$ cat src/rtl/ex_mem_stage.sv
// EX/MEM pipeline register: single-entry valid/ready stage holding the ALU result,
// branch decision and control bits, plus status flags and forwarding/hazard info.
module ex_mem_stage #(
    parameter int DATA_W = 16,
    parameter int REG_W  = 3
) (
    input  logic              clk,
    input  logic              reset,
    input  logic              in_valid,
    output logic              in_ready,
    input  logic              flush,
    input  logic [DATA_W-1:0] alu_result,
    input  logic              alu_carry,
    input  logic              alu_zero,
    input  logic              alu_overflow,
    input  logic [DATA_W-1:0] store_data,
    input  logic [DATA_W-1:0] branch_target,
    input  logic [REG_W-1:0]  rd,
    input  logic              reg_write,
    input  logic              mem_read,
    input  logic              mem_write,
    input  logic              set_flags,
    input  logic [1:0]        branch_type,
    output logic              out_valid,
    input  logic              out_ready,
    output logic [DATA_W-1:0] out_result,
    output logic [DATA_W-1:0] out_store_data,
    output logic [DATA_W-1:0] out_branch_target,
    output logic [REG_W-1:0]  out_rd,
    output logic              out_reg_write,
    output logic              out_mem_read,
    output logic              out_mem_write,
    output logic              branch_taken,
    output logic              flag_z,
    output logic              flag_c,
    output logic              flag_v,
    input  logic [REG_W-1:0]  id_rs,
    input  logic [REG_W-1:0]  id_rt,
    output logic              fwd_en,
    output logic              load_use_hazard
);

    logic              r_valid;
    logic [DATA_W-1:0] r_result;
    logic [DATA_W-1:0] r_store_data;
    logic [DATA_W-1:0] r_branch_target;
    logic [REG_W-1:0]  r_rd;
    logic              r_reg_write;
    logic              r_mem_read;
    logic              r_mem_write;
    logic              r_taken;
    logic              r_flag_z;
    logic              r_flag_c;
    logic              r_flag_v;

    logic              w_capture;
    logic              w_taken;

    assign in_ready  = !r_valid || out_ready;
    assign w_capture = in_valid && in_ready && !flush;

    // BLT: sign of the true difference is result MSB corrected by overflow
    always_comb begin
        w_taken = 1'b0;
        case (branch_type)
            2'b01:   w_taken = alu_zero;
            2'b10:   w_taken = !alu_zero;
            2'b11:   w_taken = alu_result[DATA_W-1] ^ alu_overflow;
            default: w_taken = 1'b0;
        endcase
    end

    always_ff @(posedge clk) begin
        if (reset) begin
            r_valid         <= 1'b0;
            r_result        <= '0;
            r_store_data    <= '0;
            r_branch_target <= '0;
            r_rd            <= '0;
            r_reg_write     <= 1'b0;
            r_mem_read      <= 1'b0;
            r_mem_write     <= 1'b0;
            r_taken         <= 1'b0;
            r_flag_z        <= 1'b0;
            r_flag_c        <= 1'b0;
            r_flag_v        <= 1'b0;
        end else if (flush) begin
            r_valid <= 1'b0;
        end else if (w_capture) begin
            r_valid         <= 1'b1;
            r_result        <= alu_result;
            r_store_data    <= store_data;
            r_branch_target <= branch_target;
            r_rd            <= rd;
            r_reg_write     <= reg_write;
            r_mem_read      <= mem_read;
            r_mem_write     <= mem_write;
            r_taken         <= w_taken;
            if (set_flags) begin
                r_flag_z <= alu_zero;
                r_flag_c <= alu_carry;
                r_flag_v <= alu_overflow;
            end
        end else if (out_ready) begin
            r_valid <= 1'b0;
        end
    end

    assign out_valid         = r_valid;
    assign out_result        = r_result;
    assign out_store_data    = r_store_data;
    assign out_branch_target = r_branch_target;
    assign out_rd            = r_rd;
    assign out_reg_write     = r_reg_write;
    assign out_mem_read      = r_mem_read;
    assign out_mem_write     = r_mem_write;
    assign branch_taken      = r_taken;
    assign flag_z            = r_flag_z;
    assign flag_c            = r_flag_c;
    assign flag_v            = r_flag_v;

    // Register 0 is hardwired, so it never forwards nor causes a stall
    assign fwd_en = r_valid && r_reg_write && !r_mem_read && (r_rd != '0);
    assign load_use_hazard = r_valid && r_mem_read && (r_rd != '0) &&
                             ((r_rd == id_rs) || (r_rd == id_rt));

endmodule
$ cat config.mk
export PLATFORM = sky130hd
export DESIGN_NAME = ex_mem_stage
export DESIGN_NICKNAME = d
export VERILOG_FILES = /design/src/rtl/ex_mem_stage.sv
export SDC_FILE = /design/constraint.sdc
export NUM_CORES = 1
export LEC_CHECK = 0
export CAP_MARGIN = 40
export CORE_ASPECT_RATIO = 0.8
export CORE_UTILIZATION = 40
export DETAILED_ROUTE_END_ITERATION = 10
export PLACE_DENSITY = 0.85
export RECOVER_POWER = 25
export SYNTH_ARGS = -nofsm -noshare
export SYNTH_HDL_FRONTEND = slang
export SYNTH_SLANG_ARGS = --single-unit
export TNS_END_PERCENT = 20
$ cat constraint.sdc
create_clock -name clk -period 1.8 [get_ports clk]
set_input_delay 0.18 -clock clk [delete_from_list [all_inputs] [get_ports clk]]
set_output_delay 0.18 -clock clk [all_outputs]
set_load 0.01 [all_outputs]
## Word-level counts from Yosys, hierarchy flattened

Cells that the tools add are included.

- Bits in registers: 59
- Latch bits: 0
- Memory bits (writable): 0
- Memory bits (read-only): 0
- Input bits: 71
- Word-level logic and storage cells: 41
- Memories kept: 0

- Add/subtract/negate cells: 0
- Multipliers: 0
- Div/mod/pow operators: 0
- Order comparisons: 0
- Eq/ne operators: 5
- Shifts and indexed selects: 0
- Multiplexer cells: 3
- Bitwise logic cells: 2
- Reduce and logical (&&, ||, !) cells: 19

Operator list:

| kind | number |
|---|---|
| logical AND 1 bit | 8 |
| == test 3 bit | 2 |
| == test 2 bit, second input constant | 2 |
| logical NOT 1 bit | 4 |
| one-hot mux 1 bit (3 select lines) | 1 |
| AND reduction 3 bit | 1 |
| nonzero test 3 bit | 1 |
| == test 2 x 1 -> 1 bit, second input constant | 1 |
| logical OR 1 bit | 2 |
| two-way mux 1 bit | 2 |
| AND reduction 2 bit | 1 |
| nonzero test 2 bit | 1 |
| OR reduction 2 bit | 1 |
| NOT 1 bit | 1 |
| XOR 1 bit | 1 |

## Logic depth before layout (Yosys ltp)

Gate-level depths: netlist of the first run.

- Depth after elaboration: 5
- Gate-level depth with buffers: 7
- Gate-level depth less buffers: 5

## Least setup slack after synthesis of the first run

Ideal clock, no wire load.

- Path kind: register to output
- From: register r_rd[1], in the netlist out_rd[1]
- To: output port load_use_hazard
- Data arrival time: 1.150 ns
- Path slack: 0.470 ns
- Cell stages (with the launch flop): 5
- Path buffers: 0
- Cell sequence: dfxtp_1 -> xor2_1 -> nor4_1 -> nor4_1 -> nor3_1

- Word-level cells in the longest chain between the ends: 3
- Elaborated cells on any way between the ends: 6
- Classes of those cells: eq/ne (2); reduce/logical (4)

RTL lines:

| item | line | RTL |
|---|---|---|
| start, declared | 47 | `logic [REG_W-1:0] r_rd;` |
| start signal, assigned | 94 | `r_rd <= rd;` |
| == test 3 bit or nonzero test 3 bit (tied branches) | 125, 124 |  |
| logical OR 1 bit or logical AND 1 bit (tied branches) | 125, 124 |  |
| logical AND 1 bit (*) | 124 | `assign load_use_hazard = r_valid && r_mem_read && (r_rd != '0) &&` |
| end, declared | 40 | `output logic load_use_hazard` |

Every way passes the cells marked *; elsewhere a longest branch is shown, timed or not.

## Worst setup path after layout of the first run

Ends and elaborated chain as after synthesis.

==> impl_metrics.xml, run 1 <==
<?xml version="1.0" encoding="UTF-8"?>
<metrics>
  <group name="status">
    <metric name="outcome" unit="">finished, final reports clean</metric>
  </group>
  <group name="clock_network">
    <metric name="clock_tree_from_tritoncts" unit="">yes</metric>
    <metric name="cts.repair_timing.setup_buffer_count" unit="">0</metric>
    <metric name="cts_made_buffers" unit="">9</metric>
    <metric name="max-clock-path-buffers" unit="">2</metric>
    <metric name="clock_tree.root_cell" unit="">sky130_fd_sc_hd__clkbuf_8</metric>
    <metric name="clkLatencyLatePin" unit="ns">0.32</metric>
    <metric name="cts.htree.levels" unit="">3</metric>
    <metric name="cts.clk_slew.worst_paths" unit="ns">0.07</metric>
    <metric name="cts_sinks" unit="">59</metric>
  </group>
  <group name="layout">
    <metric name="synthToLayoutAreaGrowth" unit="%">70.4</metric>
    <metric name="layout.filler_cells" unit="">403</metric>
    <metric name="area_used_by_multi_input_combinational_logic" unit="sq um">933</metric>
    <metric name="drive_gt1_share" unit="%">7.75</metric>
    <metric name="sequential_cell_area" unit="sq mm">0.00119</metric>
    <metric name="nets" unit="">479</metric>
    <metric name="num_antenna_cells" unit="">0</metric>
    <metric name="fin_area" unit="sq mm">0.00381</metric>
  </group>
  <group name="sta">
    <metric name="worstMarginPinSlew" unit="ns">0.382</metric>
    <metric name="finalSetupViolCount" unit="">0</metric>
    <metric name="period_share" unit="%">97.9</metric>
    <metric name="max_slew_margin" unit="%">74.5</metric>
    <metric name="final-hold-violation-count" unit="">0</metric>
    <metric name="final_period_minus_worst_setup_slack" unit="ns">1.76</metric>
    <metric name="max_clock_freq" unit="GHz">0.567</metric>
    <metric name="timing.setup.tns" unit="ns">0</metric>
    <metric name="final_max_slew_viol_count" unit="">0</metric>
    <metric name="fin_skew" unit="ns">0.00644</metric>
  </group>
  <group name="placed_design">
    <metric name="place.gp.congestion" unit="">0.744</metric>
    <metric name="numPortBuffers" unit="">132</metric>
    <metric name="dpl-instance-area" unit="sq mm">0.00358</metric>
    <metric name="place_hpwl" unit="um">4520</metric>
  </group>
  <group name="synth">
    <metric name="synthCells" unit="">276</metric>
    <metric name="synth_adder_area_share" unit="%">0</metric>
    <metric name="yosys.cell_count.top_type" unit="">sky130_fd_sc_hd__nand2_1</metric>
    <metric name="ys_dominant_reg_cell" unit="">sky130_fd_sc_hd__dfxtp_1</metric>
    <metric name="synth-simple-area-share" unit="%">24.1</metric>
    <metric name="seq_area_frac_synth" unit="%">52.9</metric>
    <metric name="syn_nets" unit="">347</metric>
    <metric name="synth_top_family_by_area" unit="">simple AND/OR/NAND/NOR gates</metric>
    <metric name="synth-edff-count" unit="">0</metric>
    <metric name="yosys-mux-area-fraction" unit="%">1.85</metric>
    <metric name="cells_taking_the_most_area_after_synthesis" unit="">sky130_fd_sc_hd__dfxtp_1 53%, sky130_fd_sc_hd__nand2_1 19%, sky130_fd_sc_hd__a21oi_1 13%</metric>
    <metric name="synthDominantAreaCellType" unit="">sky130_fd_sc_hd__dfxtp_1</metric>
    <metric name="synth_cell_type_count" unit="">21</metric>
    <metric name="ys_warn_count" unit="">0</metric>
    <metric name="netlist_area" unit="sq mm">0.00223</metric>
    <metric name="ys_seq_elements" unit="">59</metric>
    <metric name="top_area_cell_type_share_of_the_netlist_area" unit="%">52.9</metric>
    <metric name="asyncSetResetFlopFracSynth" unit="%">0</metric>
    <metric name="synth_area_per_cell" unit="sq um">8.10</metric>
    <metric name="synth.top_cells.by_count" unit="">114 x sky130_fd_sc_hd__nand2_1, 59 x sky130_fd_sc_hd__dfxtp_1, 56 x sky130_fd_sc_hd__a21oi_1</metric>
    <metric name="synth-xor-area-share" unit="%">1.96</metric>
    <metric name="synth_compound_area_share" unit="%">12.9</metric>
  </group>
  <group name="global_routing">
    <metric name="grt_max_degree" unit="">44</metric>
    <metric name="antenna_violations_before_repair" unit="">0</metric>
    <metric name="grt_pass1_wl" unit="um">9870</metric>
    <metric name="number_of_global_route_vias_before_repair" unit="">2188</metric>
    <metric name="grt.total_usage" unit="%">22.0</metric>
    <metric name="grt.overflow.total" unit="">0</metric>
  </group>
  <group name="route">
    <metric name="wire_per_inst" unit="um">13.4</metric>
    <metric name="route.detailed.vias_per_inst" unit="">4.88</metric>
    <metric name="via_count" unit="">2319</metric>
    <metric name="drt-total-wl" unit="um">6360</metric>
    <metric name="drt-pass1-iter-count" unit="">4</metric>
    <metric name="route.antenna.remaining_nets" unit="">0</metric>
    <metric name="drc" unit="">0</metric>
    <metric name="detailedRoute.firstIterationViolations" unit="">61</metric>
  </group>
  <group name="critical_path">
    <metric name="timing.rr.end" unit="">out_store_data[0]</metric>
    <metric name="cp_data_arrival_time" unit="ns">1.58</metric>
    <metric name="launch_point_of_the_worst_reg_to_reg_path" unit="">out_valid</metric>
    <metric name="rrSetupSlack" unit="ns">0.28</metric>
    <metric name="critical_path.endpoint_type" unit="">primary output</metric>
    <metric name="cp_startpoint_kind" unit="">flip-flop</metric>
    <metric name="path_max_fanout" unit="">3</metric>
    <metric name="cp.required" unit="ns">1.62</metric>
    <metric name="criticalPathCategory" unit="">reg2out</metric>
    <metric name="rr_worst_depth" unit="">6</metric>
  </group>
  <group name="power_and_ir_drop">
    <metric name="power.leakage" unit="nW">1.41</metric>
    <metric name="peakVddDrop" unit="uV">619</metric>
    <metric name="p_per_area" unit="mW/mm^2">850</metric>
  </group>
  <group name="job">
    <metric name="timing.max_cap.violations" unit="">0</metric>
  </group>
  <group name="floorplanning">
    <metric name="die_area" unit="sq mm">0.00589</metric>
    <metric name="initial_utilization" unit="%">43.1</metric>
    <metric name="core_region_area" unit="sq mm">0.00518</metric>
    <metric name="rows" unit="">23</metric>
    <metric name="die_height" unit="um">68.9</metric>
    <metric name="die_x" unit="um">85.6</metric>
    <metric name="top_ports" unit="">133</metric>
  </group>
  <group name="hold_path">
    <metric name="timing.hold.worst_endpoint" unit="">out_branch_target[8]</metric>
    <metric name="min-delay-start" unit="">reset</metric>
    <metric name="min-delay-path-class" unit="">in2reg</metric>
    <metric name="min_delay_path_depth" unit="">2</metric>
  </group>
</metrics>
==> how the worst max path moves through the flow <==
stage / from / endpoint / cells after the start
final: out_rd[1] / load_use_hazard / 5
after floorplan: out_rd[1] / load_use_hazard / 4
after CTS: out_rd[1] / load_use_hazard / 5
after global placement: id_rt[1] / load_use_hazard / 6
after global routing: out_rd[1] / load_use_hazard / 5
after detailed placement: id_rt[1] / load_use_hazard / 6
==> critical path, stage by stage (launching register included) <==
cell,delay [ns]
sky130_fd_sc_hd__dfxtp_2,0.34
sky130_fd_sc_hd__xor2_1,0.17
sky130_fd_sc_hd__nor4_1,0.32
sky130_fd_sc_hd__nor4_1,0.09
sky130_fd_sc_hd__nor3_1,0.17
sky130_fd_sc_hd__clkbuf_2,0.16
==> stage by stage <==
step	hold slack (ns)	total power [mW]	utilization [%]	std cells	setup slack, ns
after global routing	0.239	3.38	73.5	475	-0.0363
after detailed placement	0.448	1.93	69.2	459	-0.228
after CTS	0.229	3.28	73.5	475	-0.0583
after floorplan	0.259	1.62	-	276	0.470
after global placement	0.441	1.92	69.2	459	-0.156
final	0.239	3.24	73.5	475	0.0377
==> routing by layer <==
| layer | track usage [%] | vias to the layer above | wire [um] |
|---|---|---|---|
| met2 | 39.5 | 89 | 3160 |
| met3 | 10.8 | 4 | 668 |
| met5 | 0 | - | 0 |
| li1 | - | 1157 | - |
| met4 | 8.13 | 0 | 36 |
| met1 | 22.7 | 1069 | 2490 |
==> placed cells by master, fill, tap and decap left out, types with 5 or more instances in the layout <==
cell / n
sky130_fd_sc_hd__clkbuf_8: 11
sky130_fd_sc_hd__dfxtp_1: 57
sky130_fd_sc_hd__a21oi_1: 56
sky130_fd_sc_hd__nor3_1: 6
sky130_fd_sc_hd__nand2_1: 114
sky130_fd_sc_hd__clkdlybuf4s50_1: 127
sky130_fd_sc_hd__buf_4: 5
==> what timing repair did <==
| item | 4_1_cts | 5_1_grt |
|---|---|---|
| gates resized for setup | 3 | 6 |
| hold buffers | 0 | 0 |
| pin swaps | 0 | 4 |
| setup endpoints to repair | 2 | 1 |
==> flip-flops by register name (all words and copies together) (netlist names) <==
name	count
flag_z	1
flag_c	1
flag_v	1
out_mem_write	1
out_mem_read	1
out_branch_target	16
out_store_data	16
out_reg_write	1
out_rd	3
out_result	16
out_valid	1
branch_taken	1
==> cell families after synthesis <==
group,Yosys count
AO/OA/AOI/OAI,57
XOR/XNOR,5
buffers and inverters,20
flip-flops,59
multiplexers,4
AND/OR/NAND/NOR,131
==> final cells by class <==
class / count / area share (%)
Inverter: 1 / 0.0986
Sequential cell: 59 / 31.2
Clock inverter: 4 / 1.91
Clock buffer: 12 / 4.07
Tap cell: 62 / 2.04
Multi-Input combinational cell: 197 / 24.5
Timing Repair Buffer: 140 / 36.2
==> power breakdown <==
group / total, mW / internal (mW) / switching (mW)
combinational: 0.493 / 0.295 / 0.198
clock: 1.34 / 0.853 / 0.489
sequential: 1.40 / 1.37 / 0.0351
(Power assumes the default switching activity.)
==> run 2: changes to the inputs <==
- PLACE_DENSITY: 0.85 -> default
- PLACE_DENSITY_LB_ADDON: default -> 0.3
==> run 2 against run 1 <==
- global-route usage rose by 0.32 points
- via count down 1.2%
- register-to-register slack lost 0.06 ns
- largest cell class unchanged
- count of clock-buffer cells in the layout is 1 lower
- non-clock buffer count is 1 lower
- combinational power rose by 3%
- highest routed layer unchanged
- routed wire length up 4.0%
- sequential share of layout area shrank 0.46 points
- utilization rose by 1.3 points
==> impl_metrics.xml, run 2 (same netlist as run 1, synthesis figures left out) <==
<?xml version="1.0" encoding="UTF-8"?>
<metrics>
  <group name="status">
    <metric name="outcome" unit="">finished, final reports clean</metric>
  </group>
  <group name="critical_path">
    <metric name="cp_data_arrival_time" unit="ns">1.60</metric>
    <metric name="criticalPathCategory" unit="">reg2out</metric>
    <metric name="cp.required" unit="ns">1.62</metric>
    <metric name="critical_path.endpoint_type" unit="">primary output</metric>
    <metric name="cp_startpoint_kind" unit="">flip-flop</metric>
    <metric name="path_max_fanout" unit="">3</metric>
  </group>
  <group name="clock_network">
    <metric name="clock_tree.root_cell" unit="">sky130_fd_sc_hd__clkbuf_8</metric>
    <metric name="cts.clk_slew.worst_paths" unit="ns">0.07</metric>
    <metric name="cts.htree.levels" unit="">3</metric>
    <metric name="cts_sinks" unit="">59</metric>
    <metric name="max-clock-path-buffers" unit="">2</metric>
    <metric name="cts_made_buffers" unit="">9</metric>
    <metric name="clkLatencyLatePin" unit="ns">0.34</metric>
    <metric name="clock_tree_from_tritoncts" unit="">yes</metric>
  </group>
  <group name="floorplanning">
    <metric name="die_area" unit="sq mm">0.00589</metric>
    <metric name="core_region_area" unit="sq mm">0.00518</metric>
    <metric name="rows" unit="">23</metric>
    <metric name="top_ports" unit="">133</metric>
    <metric name="die_height" unit="um">68.9</metric>
    <metric name="initial_utilization" unit="%">43.1</metric>
    <metric name="die_x" unit="um">85.6</metric>
  </group>
  <group name="layout">
    <metric name="layout.filler_cells" unit="">382</metric>
    <metric name="num_antenna_cells" unit="">0</metric>
    <metric name="mostFrequentLayoutCells" unit="">128 x sky130_fd_sc_hd__clkdlybuf4s50_1, 114 x sky130_fd_sc_hd__nand2_1, 57 x sky130_fd_sc_hd__dfxtp_1</metric>
    <metric name="synthToLayoutAreaGrowth" unit="%">73.3</metric>
    <metric name="sequential_cell_area" unit="sq mm">0.00119</metric>
    <metric name="area_used_by_multi_input_combinational_logic" unit="sq um">961</metric>
    <metric name="layoutNonFillerInstCount" unit="">474</metric>
    <metric name="nets" unit="">478</metric>
    <metric name="drive_gt1_share" unit="%">8.50</metric>
    <metric name="layout_commonest_cell" unit="">sky130_fd_sc_hd__clkdlybuf4s50_1</metric>
    <metric name="final_core_density" unit="%">74.8</metric>
  </group>
  <group name="route">
    <metric name="route.detailed.vias_per_inst" unit="">4.84</metric>
    <metric name="drt-pass1-iter-count" unit="">4</metric>
    <metric name="drc" unit="">0</metric>
    <metric name="drt-total-wl" unit="um">6610</metric>
    <metric name="wire_per_inst" unit="um">13.9</metric>
    <metric name="via_count" unit="">2292</metric>
    <metric name="detailedRoute.firstIterationViolations" unit="">60</metric>
    <metric name="route.antenna.remaining_nets" unit="">0</metric>
  </group>
  <group name="global_routing">
    <metric name="grt.met1_usage" unit="%">24.1</metric>
    <metric name="antenna_violations_before_repair" unit="">0</metric>
    <metric name="grt.overflow.total" unit="">0</metric>
    <metric name="use_met3" unit="%">14.4</metric>
    <metric name="grt.busiest_layer" unit="">met2</metric>
    <metric name="grt.total_usage" unit="%">22.3</metric>
    <metric name="gr-usage-met2" unit="%">36.5</metric>
    <metric name="grt_pass1_wl" unit="um">9820</metric>
    <metric name="number_of_global_route_vias_before_repair" unit="">2051</metric>
    <metric name="grt_max_degree" unit="">35</metric>
  </group>
  <group name="placed_design">
    <metric name="place.gp.congestion" unit="">0.719</metric>
    <metric name="place_hpwl" unit="um">4500</metric>
    <metric name="numPortBuffers" unit="">132</metric>
    <metric name="placed_cells" unit="">458</metric>
  </group>
  <group name="power_and_ir_drop">
    <metric name="power.leakage" unit="nW">1.43</metric>
    <metric name="p_per_area" unit="mW/mm^2">873</metric>
    <metric name="peakVddDrop" unit="uV">542</metric>
  </group>
  <group name="sta">
    <metric name="max_clock_freq" unit="GHz">0.561</metric>
    <metric name="fin_skew" unit="ns">0.00539</metric>
    <metric name="timing.setup.tns" unit="ns">0</metric>
    <metric name="final_max_slew_viol_count" unit="">0</metric>
    <metric name="final-hold-violation-count" unit="">0</metric>
    <metric name="max_slew_margin" unit="%">57.1</metric>
    <metric name="finalSetupViolCount" unit="">0</metric>
    <metric name="fin_hold_ws" unit="ns">0.288</metric>
    <metric name="final_period_minus_worst_setup_slack" unit="ns">1.78</metric>
    <metric name="period_share" unit="%">99.0</metric>
    <metric name="worstMarginPinSlew" unit="ns">0.642</metric>
  </group>
  <group name="hold_path">
    <metric name="min-delay-path-class" unit="">in2reg</metric>
  </group>
  <group name="job">
    <metric name="timing.max_cap.violations" unit="">0</metric>
  </group>
</metrics>
-- run 2: stage by stage --
| step | instance area (sq um) | power, mW | setup WS, ns |
|---|---|---|---|
| detailed placement | 3600 | 1.93 | -0.236 |
| global placement | 3600 | 1.92 | -0.166 |
| CTS | 3840 | 3.41 | -0.116 |
| finish | 3870 | 3.38 | 0.0175 |
| floorplan | 2230 | 1.62 | 0.470 |
| global route | 3870 | 3.53 | -0.0277 |
-- run 2: worst max-delay path: stages, from the launching register on --
cell and delay (ns):
sky130_fd_sc_hd__dfxtp_4 0.37, sky130_fd_sc_hd__xor2_2 0.19, sky130_fd_sc_hd__nor4_2 0.28, sky130_fd_sc_hd__nor4_1 0.09
sky130_fd_sc_hd__nor3_1 0.18, sky130_fd_sc_hd__clkbuf_2 0.16
-- run 2: layout make-up --
class,count,area share (%)
Timing Repair Buffer,139,36.2
Sequential cell,59,30.7
Multi-Input combinational cell,197,24.8
Clock buffer,11,3.65
Clock inverter,5,2.58
Tap cell,62,2.00
Inverter,1,0.0969
-- run 2: where the power goes --
group / internal, mW / total (mW) / switching (mW)
registers: 1.36 / 1.40 / 0.0362
clock network: 0.953 / 1.47 / 0.520
logic: 0.303 / 0.507 / 0.204
-- run 2: worst paths after layout --
path                         to  slack [ns]         startpoint  depth (start not counted)
min reg2reg   out_store_data[5]        0.45  out_store_data[5]                          2
max             load_use_hazard        0.02          out_rd[1]                          5
max reg2reg  out_store_data[11]        0.22          out_valid                          5
min                      flag_z        0.29              reset                          2
-- run 2: routing by layer --
metal,share of wire [%],up-vias
li1,-,1153
met1,40,1034
met2,47,97
met3,12,8
met4,0.89,0
met5,0,-
-- run 2: timing repair --
action | CTS | global route
cloned | 0 | 0
hold buffers | 0 | 0
gates resized for setup | 3 | 13
buffers inserted | 0 | 0
pin swaps | 0 | 3
setup endpoints to repair | 2 | 1
